**src/rtl/riscv_pkg.sv**
```systemverilog
// Shared pipeline types and constants.
// Hazard FSM encoding and the architectural zero register.
package riscv_pkg;

    typedef enum logic [1:0] {
        HZ_RUN,
        HZ_MD_START,
        HZ_MD_BUSY
    } hz_state_t;

    localparam logic [4:0] REG_ZERO = 5'd0;

endpackage

```
**src/rtl/hazard_controller_sat_counter.sv**
```systemverilog
// Saturating event counter.
// Holds at all-ones instead of wrapping.
module sat_counter #(
    parameter int CNT_W = 32
) (
    input  logic             clk,
    input  logic             rst,
    input  logic             inc,
    output logic [CNT_W-1:0] cnt
);

    always_ff @(posedge clk or posedge rst) begin
        if (rst)
            cnt <= '0;
        else if (inc && cnt != '1)
            cnt <= cnt + CNT_W'(1);
    end

endmodule

```
**src/rtl/hazard_controller.sv**
```systemverilog
// Pipeline stall/flush sequencer.
// Load-use bubbles, MUL/DIV freeze, dmem waits, branch flushes.
module hazard_controller
    import riscv_pkg::*;
#(
    parameter int MD_TIMEOUT = 64,
    parameter int CNT_W      = 32
) (
    input  logic             clk,
    input  logic             rst,
    input  logic [4:0]       if_id_rs1,
    input  logic [4:0]       if_id_rs2,
    input  logic             id_uses_rs1,
    input  logic             id_uses_rs2,
    input  logic [4:0]       id_ex_rd,
    input  logic             id_ex_mem_read,
    input  logic             id_ex_is_md,
    input  logic             md_done,
    input  logic             ex_branch_taken,
    input  logic             dmem_stall,
    output logic             pc_stall,
    output logic             if_id_stall,
    output logic             id_ex_stall,
    output logic             ex_mem_stall,
    output logic             if_id_flush,
    output logic             id_ex_flush,
    output logic             ex_mem_bubble,
    output logic             md_start,
    output logic             md_error,
    output logic [CNT_W-1:0] stall_cnt,
    output logic [CNT_W-1:0] flush_cnt
);

    localparam int TW = $clog2(MD_TIMEOUT + 1);
    localparam logic [TW-1:0] T_MAX = TW'(MD_TIMEOUT - 1);

    hz_state_t     state, state_nxt;
    logic [TW-1:0] timer;
    logic          done_pend;
    logic          load_use, md_any, md_fin, md_to;

    assign load_use = id_ex_mem_read && id_ex_rd != REG_ZERO &&
        ((id_uses_rs1 && id_ex_rd == if_id_rs1) ||
         (id_uses_rs2 && id_ex_rd == if_id_rs2));

    assign md_any = md_done || done_pend;
    assign md_fin = state == HZ_MD_BUSY && md_any && !dmem_stall;
    // Timeout releases the pipe like a done so the MD op leaves EX.
    assign md_to  = state == HZ_MD_BUSY && !md_any && !dmem_stall &&
                    timer == T_MAX;

    always_ff @(posedge clk or posedge rst) begin
        if (rst) begin
            state     <= HZ_RUN;
            timer     <= '0;
            done_pend <= 1'b0;
            md_error  <= 1'b0;
        end else begin
            state <= state_nxt;
            if (state == HZ_MD_BUSY && timer != T_MAX)
                timer <= timer + TW'(1);
            else if (state != HZ_MD_BUSY)
                timer <= '0;
            if (state != HZ_MD_BUSY || md_fin)
                done_pend <= 1'b0;
            else if (md_done)
                done_pend <= 1'b1;
            if (md_to)
                md_error <= 1'b1;
        end
    end

    always_comb begin
        state_nxt = state;
        unique case (state)
            HZ_RUN:
                if (!dmem_stall && !ex_branch_taken && id_ex_is_md)
                    state_nxt = HZ_MD_START;
            HZ_MD_START:
                state_nxt = HZ_MD_BUSY;
            HZ_MD_BUSY:
                if (md_fin || md_to)
                    state_nxt = HZ_RUN;
            default:
                state_nxt = HZ_RUN;
        endcase
    end

    always_comb begin
        pc_stall      = 1'b0;
        if_id_stall   = 1'b0;
        id_ex_stall   = 1'b0;
        ex_mem_stall  = 1'b0;
        if_id_flush   = 1'b0;
        id_ex_flush   = 1'b0;
        ex_mem_bubble = 1'b0;
        md_start      = 1'b0;
        unique case (state)
            HZ_RUN: begin
                if (dmem_stall) begin
                    pc_stall     = 1'b1;
                    if_id_stall  = 1'b1;
                    id_ex_stall  = 1'b1;
                    ex_mem_stall = 1'b1;
                end else if (ex_branch_taken) begin
                    if_id_flush = 1'b1;
                    id_ex_flush = 1'b1;
                end else if (id_ex_is_md) begin
                    pc_stall      = 1'b1;
                    if_id_stall   = 1'b1;
                    id_ex_stall   = 1'b1;
                    ex_mem_bubble = 1'b1;
                end else if (load_use) begin
                    pc_stall    = 1'b1;
                    if_id_stall = 1'b1;
                    id_ex_flush = 1'b1;
                end
            end
            HZ_MD_START, HZ_MD_BUSY: begin
                md_start = state == HZ_MD_START;
                if (!(md_fin || md_to)) begin
                    pc_stall      = 1'b1;
                    if_id_stall   = 1'b1;
                    id_ex_stall   = 1'b1;
                    ex_mem_stall  = dmem_stall;
                    ex_mem_bubble = !dmem_stall;
                end
            end
            default: ;
        endcase
    end

    sat_counter #(.CNT_W(CNT_W)) u_stall_cnt (
        .clk (clk),
        .rst (rst),
        .inc (pc_stall),
        .cnt (stall_cnt)
    );

    sat_counter #(.CNT_W(CNT_W)) u_flush_cnt (
        .clk (clk),
        .rst (rst),
        .inc (if_id_flush),
        .cnt (flush_cnt)
    );

endmodule
```
**config.mk**
```make
export PLATFORM = sky130hd
export DESIGN_NAME = hazard_controller
export DESIGN_NICKNAME = d
export VERILOG_FILES = /design/src/rtl/riscv_pkg.sv /design/src/rtl/hazard_controller_sat_counter.sv /design/src/rtl/hazard_controller.sv
export SDC_FILE = /design/constraint.sdc
export NUM_CORES = 1
export LEC_CHECK = 0
export ABC_AREA = 1
export BUFFER_PORTS_ARGS = -buffer_cell sky130_fd_sc_hd__buf_2
export CORE_ASPECT_RATIO = 1.75
export CORE_MARGIN = 2
export CORE_UTILIZATION = 40
export DETAILED_ROUTE_END_ITERATION = 10
export GPL_TIMING_DRIVEN = 0
export PLACE_DENSITY = 0.61
export SYNTH_ARGS = -nofsm -noshare
export SYNTH_HDL_FRONTEND = slang
export SYNTH_HIERARCHICAL = 1
export SYNTH_SLANG_ARGS = --single-unit
```
**constraint.sdc**
```tcl
create_clock -name clk -period 3.58 [get_ports clk]
set_input_delay 0.358 -clock clk [delete_from_list [all_inputs] [get_ports clk]]
set_output_delay 0.358 -clock clk [all_outputs]
set_load 0.05 [all_outputs]
```
## Yosys cells after proc, flatten, opt, wreduce, memory -nomap -nowiden

Index checks and enable logic that the tools add are counted.
Widths: inputs -> output; s select.

| operators by class | value |
|---|---|
| $add $sub $neg | 3 |
| equality and inequality tests | 11 |
| mux-type cells | 31 |
| reductions and logical operators | 27 |

Operators with widths:

| cell | number |
|---|---|
| $add 32x1->32 const B | 2 |
| $ne 32x32->1 const B | 2 |
| $mux 1 | 22 |
| $logic_and 1x1->1 | 14 |
| $mux 7 | 2 |
| $eq 5x5->1 | 2 |
| $pmux 1 s2 | 4 |
| $add 7x1->7 const B | 1 |
| $eq 7x6->1 const B | 1 |
| $ne 7x6->1 const B | 1 |
| $pmux 2 s3 | 1 |
| $reduce_bool 5->1 | 1 |
| $logic_or 1x1->1 | 4 |
| $mux 2 | 2 |
| $ne 2x2->1 const B | 2 |
| $reduce_bool 2->1 | 2 |
| $logic_not 1->1 | 3 |
| $eq 2x1->1 const B | 1 |
| $eq 2x2->1 const B | 1 |
| $logic_not 2->1 | 1 |
| $ne 2x1->1 const B | 1 |
| $reduce_and 2->1 | 1 |
| $reduce_or 2->1 | 1 |

| word-level totals | value |
|---|---|
| flip-flop bits (word level) | 75 |
| input port bits | 24 |
| output and inout bits | 73 |
| word-level logic and storage cells | 78 |

## Longest topological paths before layout

Gate-level depths: netlist of run 1.

| logic depth | value |
|---|---|
| depth in word-level cells | 10 |
| gate-level depth with buffers | 15 |

## Hierarchy

Netlist of run 1, hierarchy kept.

By module, submodules not included:

| module | times used | cells each | area an instance (um^2) | seq. area each (um^2) |
|---|---|---|---|---|
| sat_counter at u_flush_cnt | 1 | 361 | 2257.2 | 800.8 |
| sat_counter at u_stall_cnt | 1 | 356 | 2255.9 | 800.8 |
| hazard_controller | 1 | 149 | 972.2 | 275.3 |

## Least setup slack after synthesis of run 1

OpenSTA, ideal clock, no wires.

| timing | value |
|---|---|
| kind | register to register |
| from | register state[0] |
| to | register u_flush_cnt.cnt[10] |
| data arrival time | 2.964 ns |
| setup slack | 0.551 ns |
| stages on the path, launching flop included | 11 |
| buffers on the path | 2 |
| path through | dfrtp_1 inv_1 ha_1 inv_1 nor3_1 inv_1 a21oi_1 buf_6 buf_6 nand2_1 nand2_1 |

| between the ends | value |
|---|---|
| word-level cells in the longest chain between the ends | 3 |

Ends and longest elaborated chain:

| item | line | source |
|---|---|---|
| start, declared | hazard_controller.sv:37 | `hz_state_t state, state_nxt;` |
| start signal, assigned | hazard_controller.sv:59 | `state <= state_nxt;` |
| $logic_not 2->1 | hazard_controller.sv:98 | `unique case (state)` |
| $mux 1 | hazard_controller.sv:98 |  |
| named net if_id_flush | hazard_controller.sv:25 | `output logic if_id_flush,` |
| $logic_and 1x1->1 | hazard_controller_sat_counter.sv:15 | `else if (inc && cnt != '1)` |
| end signal, assigned | hazard_controller_sat_counter.sv:16 | `cnt <= cnt + CNT_W'(1);` |
| end, declared | hazard_controller_sat_counter.sv:9 | `output logic [CNT_W-1:0] cnt` |

The timed path passes the listed nets, and every way through them passes these cells.
A chain may end at the register's enable or synchronous reset.

## Worst setup path after layout of run 1

| timing | value |
|---|---|
| from | register state[1] |
| to | output if_id_flush |

| between the ends | value |
|---|---|
| word-level cells in the longest chain between the ends | 2 |

Ends and longest elaborated chain:

| item | line |
|---|---|
| $logic_not 2->1 | hazard_controller.sv:98 |
| $mux 1 | hazard_controller.sv:98 |
| end, declared | hazard_controller.sv:25 |

No other way between the ends.

==> results of run 1 <==
## cell type report
type                    instances  share of cell area (%)
plain buffers                  14                   2.266
multi-input cells             686                   47.88
repair buffers                 97                   7.797
flip-flops and latches         75                   28.81
inverters                      91                   5.243
well taps                     174                   3.342
clock inverters                 6                  0.9987
clock buffers                  10                   3.668
## worst max-delay path, stage by stage (launching register included)
cell,delay [ns]
dfrtp_1,0.42
inv_1,0.09
ha_1,0.28
inv_1,0.14
nor3_1,0.77
buf_2,0.40
## Yosys cell counts (all sizes together)
cell	n	share of area, %
a21oi	6	0.62
a31oi	1	0.11
a211oi	1	0.23
ha	7	1.6
dfrtp	75	34
xor2	12	1.9
nand3b	6	1.3
nor3	6	0.64
buf	14	2.7
o21ai	9	0.89
xnor2	14	2.2
nand4	5	0.57
nand2	447	32
inv	91	6.2
nor2	123	10
a311oi	1	0.16
nand3	46	4.5
or2	1	0.11
o31ai	1	0.14
## final timing paths
path,from,to,slack [ns]
worst max-delay path,state[1],if_id_flush,0.78
worst min-delay path,rst,timer[4],0.04
worst max register to register,state[1],u_flush_cnt/cnt[15],0.96
worst min register to register,md_error,md_error,0.47
max in group asynchronous,rst,u_stall_cnt/cnt[14],2.95
min in group clk,dmem_stall,md_error,0.37
## state kept, by name, summed over array words and instances, names as in the netlist
| register | cells |
|---|---|
| u_flush_cnt/cnt | 32 |
| state | 2 |
| md_error | 1 |
| timer | 7 |
| u_stall_cnt/cnt | 32 |
| done_pend | 1 |
## report_power, final
| part | switching [mW] | internal, mW |
|---|---|---|
| Sequential | 0.0907 | 0.914 |
| Combinational | 0.971 | 0.405 |
| Clock | 0.386 | 0.560 |
## metal layers
metal  track usage (%)  vias up  part of all wire (%)
met1             21.11     2468                    36
met2             41.57      134                    55
met3             3.748       35                   4.0
met4             10.45        0                   4.3
met5                 0        -                     0
li1                  -     2841                     -
## through the flow
| stage | area [um^2] | setup WS (ns) | cells | total power, mW | util, % |
|---|---|---|---|---|---|
| final | 6515 | 0.7840 | 1153 | 3.326 | 48.68 |
| after global routing | 6515 | 0.6331 | 1153 | 3.529 | 48.68 |
| after CTS | 6487 | 0.7695 | 1152 | 3.375 | 48.48 |
| after detailed placement | 6183 | 0.9710 | 1136 | 2.411 | 46.20 |
| after global placement | 6183 | 1.006 | 1136 | 2.404 | 46.20 |
| after floorplan | 5485 | 0.5507 | 866 | 2.071 | - |
## kinds of logic after synthesis
logic type,count (synthesis)
simple gates,634
buf+inv,105
flops,75
xor+xnor,26
compound gates,19
fa+ha+maj,7
## placed cells by master, fill, tap and decap left out, types with 6 or more instances in the layout
cell type	n
nor2_1	109
inv_2	6
nand2_4	6
xnor2_1	14
nand3_1	44
buf_6	8
nor2_2	8
ha_1	7
xor2_1	12
inv_1	84
nand2_2	8
o21ai_0	7
nand2_1	433
clkbuf_16	9
buf_2	97
dfrtp_1	75
==> metrics.txt, run 1 <==
outcome=complete, no violations; leakage=between 3 and 4 nW; largest family of logic cells by synthesized area=simple AND/OR/NAND/NOR gates; crit end category=output pin; DRC Markers=0; Slew Viols, Final=0; Final GP Congestion=0.9553; vias in the first global route=a little over 5000; DR iter-0 viols=between 150 and 200; num ports=97; Max transition margin=a little under two fifths; vias per cell=about 4.8; FMAX=~0.36 GHz; Syn Inst Count=approximately 870; Max VDD drop=between 0.6 and 0.7 mV; Initial DRT Pass Iterations=4; Tmin final=about 2.8 ns; post_cts resized=0; Synth Area per Inst=approximately 6.3 um^2; setup tns final=0 ns; largest net degree at the start of global routing=33; CTS tree=yes; worst skew pair latency=~0.34 ns; PD cells=between 500 and 600 nW/um^2; post-synthesis instance area=5485 um^2; cts hold-fix bufs=0; library cells used by synthesis=35; Final Cycle Share=approximately 78%; Clock Pin Slew Worst Setup and Hold Paths=around 0.07 ns; initial antenna violation count=0; first-pass GRT wire length=between 20000 and 25000 um; H-Tree Depth=3; area grow syn2layout=18.77%; Synth Area in Compound Gates=about 2.1%; cts bufs inserted=9; Fillers=approximately 1400; PortBufs=96; DIE AREA=14700 um^2; CP arrival=about 2.4 ns; Vias=around 5500; die height=around 160 um; Synth Warn #=6; core area=13380 um^2; Initial Utilization=~40%; share of post-route cells with drive strength above 1=17.26%; worst endpoint required time=approximately 3.2 ns; area occupied by multi-input gates=3119 um^2; max-capacitance violation count=0; Ant. Diodes=0; buffer count from post-CTS setup fixing=0; Tightest Pin Transition=0.9248 ns; syn nets=about 900; DR WL/cell=13.27 um; hpwl dp=between 10000 and 15000 um; register area share after synthesis=about a third; Max Root-Sink Buffers=2; routed wire length=roughly 15000 um; unrepaired setup endpoints after global routing=false; Critical Path Fanout Max=6; Total GRT Usage=approximately 21%; Sink Count=75; Layout Nets=between 1000 and 1500; grt ovf=0; Hold/Removal Path Class=in2async; Setup Skew=~0.01 ns; Synth Area in Adders=~1.6%; Site Rows=56; startpoint types=flip-flop; clock root cell=clkbuf_16; FF+latch count, synth=75; Reg area=around 1900 um^2; final hold violation count=0; antenna viol nets, final=0; multiplexer area fraction after synthesis=0%; DIE WIDTH=92.52 um; Synth Area in XOR/XNOR=roughly 4.2%; Fin Hold WS=about 0.04 ns; post-synthesis simple-gate area fraction=between 40% and 50%; crit path kind=reg2out; worst r2r path cells=10; Final Setup Violations=0
Power figures use the tool's default switching activity.
==> inputs of run 2 (changes only) <==
Settings changed: ABC_AREA 1 to 0, PLACE_DENSITY 0.61 to 0.66.
Clock period 3.58 ns to 2.35 ns, I/O delays scaled along.
==> metrics.txt, run 2 <==
outcome=complete, but fails checks; failing checks=setup timing; async set-reset flop share out of synthesis=100.0%; count leader, synth=dfrtp_1; initial antenna violation count=0; cts bufs inserted=9; Vias=around 3300; grt ovf=0; Hold Startpoint=md_done; area grow syn2layout=42.68%; register area share after synthesis=47.45%; DIE WIDTH=79.17 um; H-Tree Depth=3; first-pass GRT wire length=approximately 16000 um; DR iter-0 viols=134; Ant. Diodes=0; max-capacitance violation count=0; Max transition margin=52.19%; worst r2r path cells=13; DP Worst Slack=-0.4806 ns; share of post-route cells with drive strength above 1=between 40% and 50%; CTS tree=yes; top cells by area, synth=dfrtp_1 (47%), xnor2_1 (14%), nand3_1 (4.3%); die height=around 140 um; unrepaired setup endpoints after global routing=true; Critical Path Fanout Max=5; Final GP Congestion=0.7777; CP arrival=~2.8 ns; overall power=slightly below 5 mW; Synth Area per Inst=10.66 um^2; leading cell type in the layout, fill and taps excluded=buf_2; cell taking the most area after synthesis=dfrtp_1; Clock Pin Slew Worst Setup and Hold Paths=0.06 ns; PortBufs=96; fin util=between 50% and 60%; crit path kind=reg2reg; most frequent cells in the layout=buf_2 (92), dfrtp_1 (75), xnor2_1 (49); final hold violation count=0; antenna viol nets, final=0; FF+latch count, synth=between 70 and 80; Total GRT Usage=a little under 20%; placed cell areas=about 4700 um^2; Synth Warn #=6; hpwl dp=roughly 7000 um; DIE AREA=10730 um^2; Tmin final=between 2 and 3 ns; worst skew pair latency=between 0.3 and 0.4 ns; Slew Viols, Final=0; Layout Nets=542; PD cells=between 800 and 900 nW/um^2; vias in the first global route=~3400; Syn Inst Count=371; crit end category=flip-flop; startpoint types=flip-flop; worst endpoint required time=about 2.6 ns; Initial Utilization=around 41%; setup tns final=-6.596 ns; Initial DRT Pass Iterations=4; Hold/Removal Path Class=in2reg; Fin Hold WS=0.2152 ns; Site Rows=48; Setup crit start=timer[1]; Max Root-Sink Buffers=2; routed wire length=approximately 10000 um; Primary FF master, synth=dfrtp_1; Sink Count=75; Setup Skew=0.007480 ns; FMAX=~0.39 GHz; EDFF count, synth=0; post-synthesis instance area=roughly 4000 um^2; largest net degree at the start of global routing=33; Final Cycle Share=109.5%; core area=a little under 10000 um^2; DR WL/cell=approximately 16 um; num ports=97; Placed Instances=just under 600; leakage=about 2.8 nW; syn nets=roughly 400; fin cells=about 640; vias per cell=between 5 and 6; Final Instance Area=about 5600 um^2; Max VDD drop=about 1.0 mV; Final Setup Violations=50; post-synth top area share=approximately 47%; library cells used by synthesis=53; Tightest Pin Transition=between 0.7 and 0.8 ns; Hold Path Stages=3; DRC Markers=0; reg-to-reg startpoint=timer[1]; Post-synth top cells=dfrtp_1 (75), xnor2_1 (61), nand3_1 (34), nand2_1 (30), nand4_1 (25); clock root cell=clkbuf_16; final worst slack=-0.2222 ns; Largest regs=u_flush_cnt/cnt (32), u_stall_cnt/cnt (32), timer (7)
## run 2: worst paths after layout
kind / endpoint / slack, ns
max reg2reg: u_stall_cnt/cnt[15] / -0.22
min: done_pend / 0.22
min in group asynchronous: u_stall_cnt/cnt[8] / 0.41
min reg2reg: md_error / 0.49
max: u_stall_cnt/cnt[15] / -0.22
max in group asynchronous: u_flush_cnt/cnt[13] / 1.27
## run 2: area by class of cell
class                   count  area (um^2)
clock buffers              10        229.0
flip-flops and latches     75         1877
well taps                 125        156.4
multi-input cells         274         2362
clock inverters             6        41.29
plain buffers               9        73.82
inverters                  11        43.79
fillers                   842         4086
repair buffers            131        859.6
## run 2: critical path: stages (launching register included)
cell	delay (ns)
dfrtp_1	0.40
ha_4	0.17
nand3_2	0.09
or3_4	0.38
and2_4	0.16
o311ai_4	0.28
o211ai_1	0.17
buf_4	0.19
nand4_1	0.13
a21oi_4	0.05
buf_6	0.14
buf_8	0.14
nand3_4	0.08
xnor2_2	0.11
## run 2: power breakdown
part	leakage [nW]	internal (mW)	switching (mW)
combinational	1.62	0.844	1.30
sequential	1.02	1.42	0.159
clock	0.125	0.714	0.522
## run 2: metal layers
layer | GRT usage (%) | routed length (um) | up-vias
li1 | - | - | 1613
met1 | 22.12 | 3936 | 1634
met2 | 34.32 | 5616 | 88
met3 | 4.067 | 424 | 12
met4 | 7.759 | 176 | 0
met5 | 0 | 0 | -
## run 2: kinds of logic after synthesis
family                     count (synthesis)  synth area share, %
AOI/OAI and AO/OA                         30                6.707
and+or+nand+nor                          160                23.66
DFF                                       75                47.45
muxes                                      5                1.360
adders and majority gates                  7                2.214
buffers and inverters                     22                2.657
xor gates and xnor gates                  72                15.94
## run 2: timing repair
| item | in CTS | in global routing |
|---|---|---|
| setup endpoints to repair | 52 | 55 |
| pin swaps | 37 | 27 |
| gates resized for setup | 43 | 37 |
| cloned | 2 | 0 |
| buffers inserted | 19 | 12 |
| hold endpoints to repair | 11 | 0 |
| hold buffers | 1 | 0 |
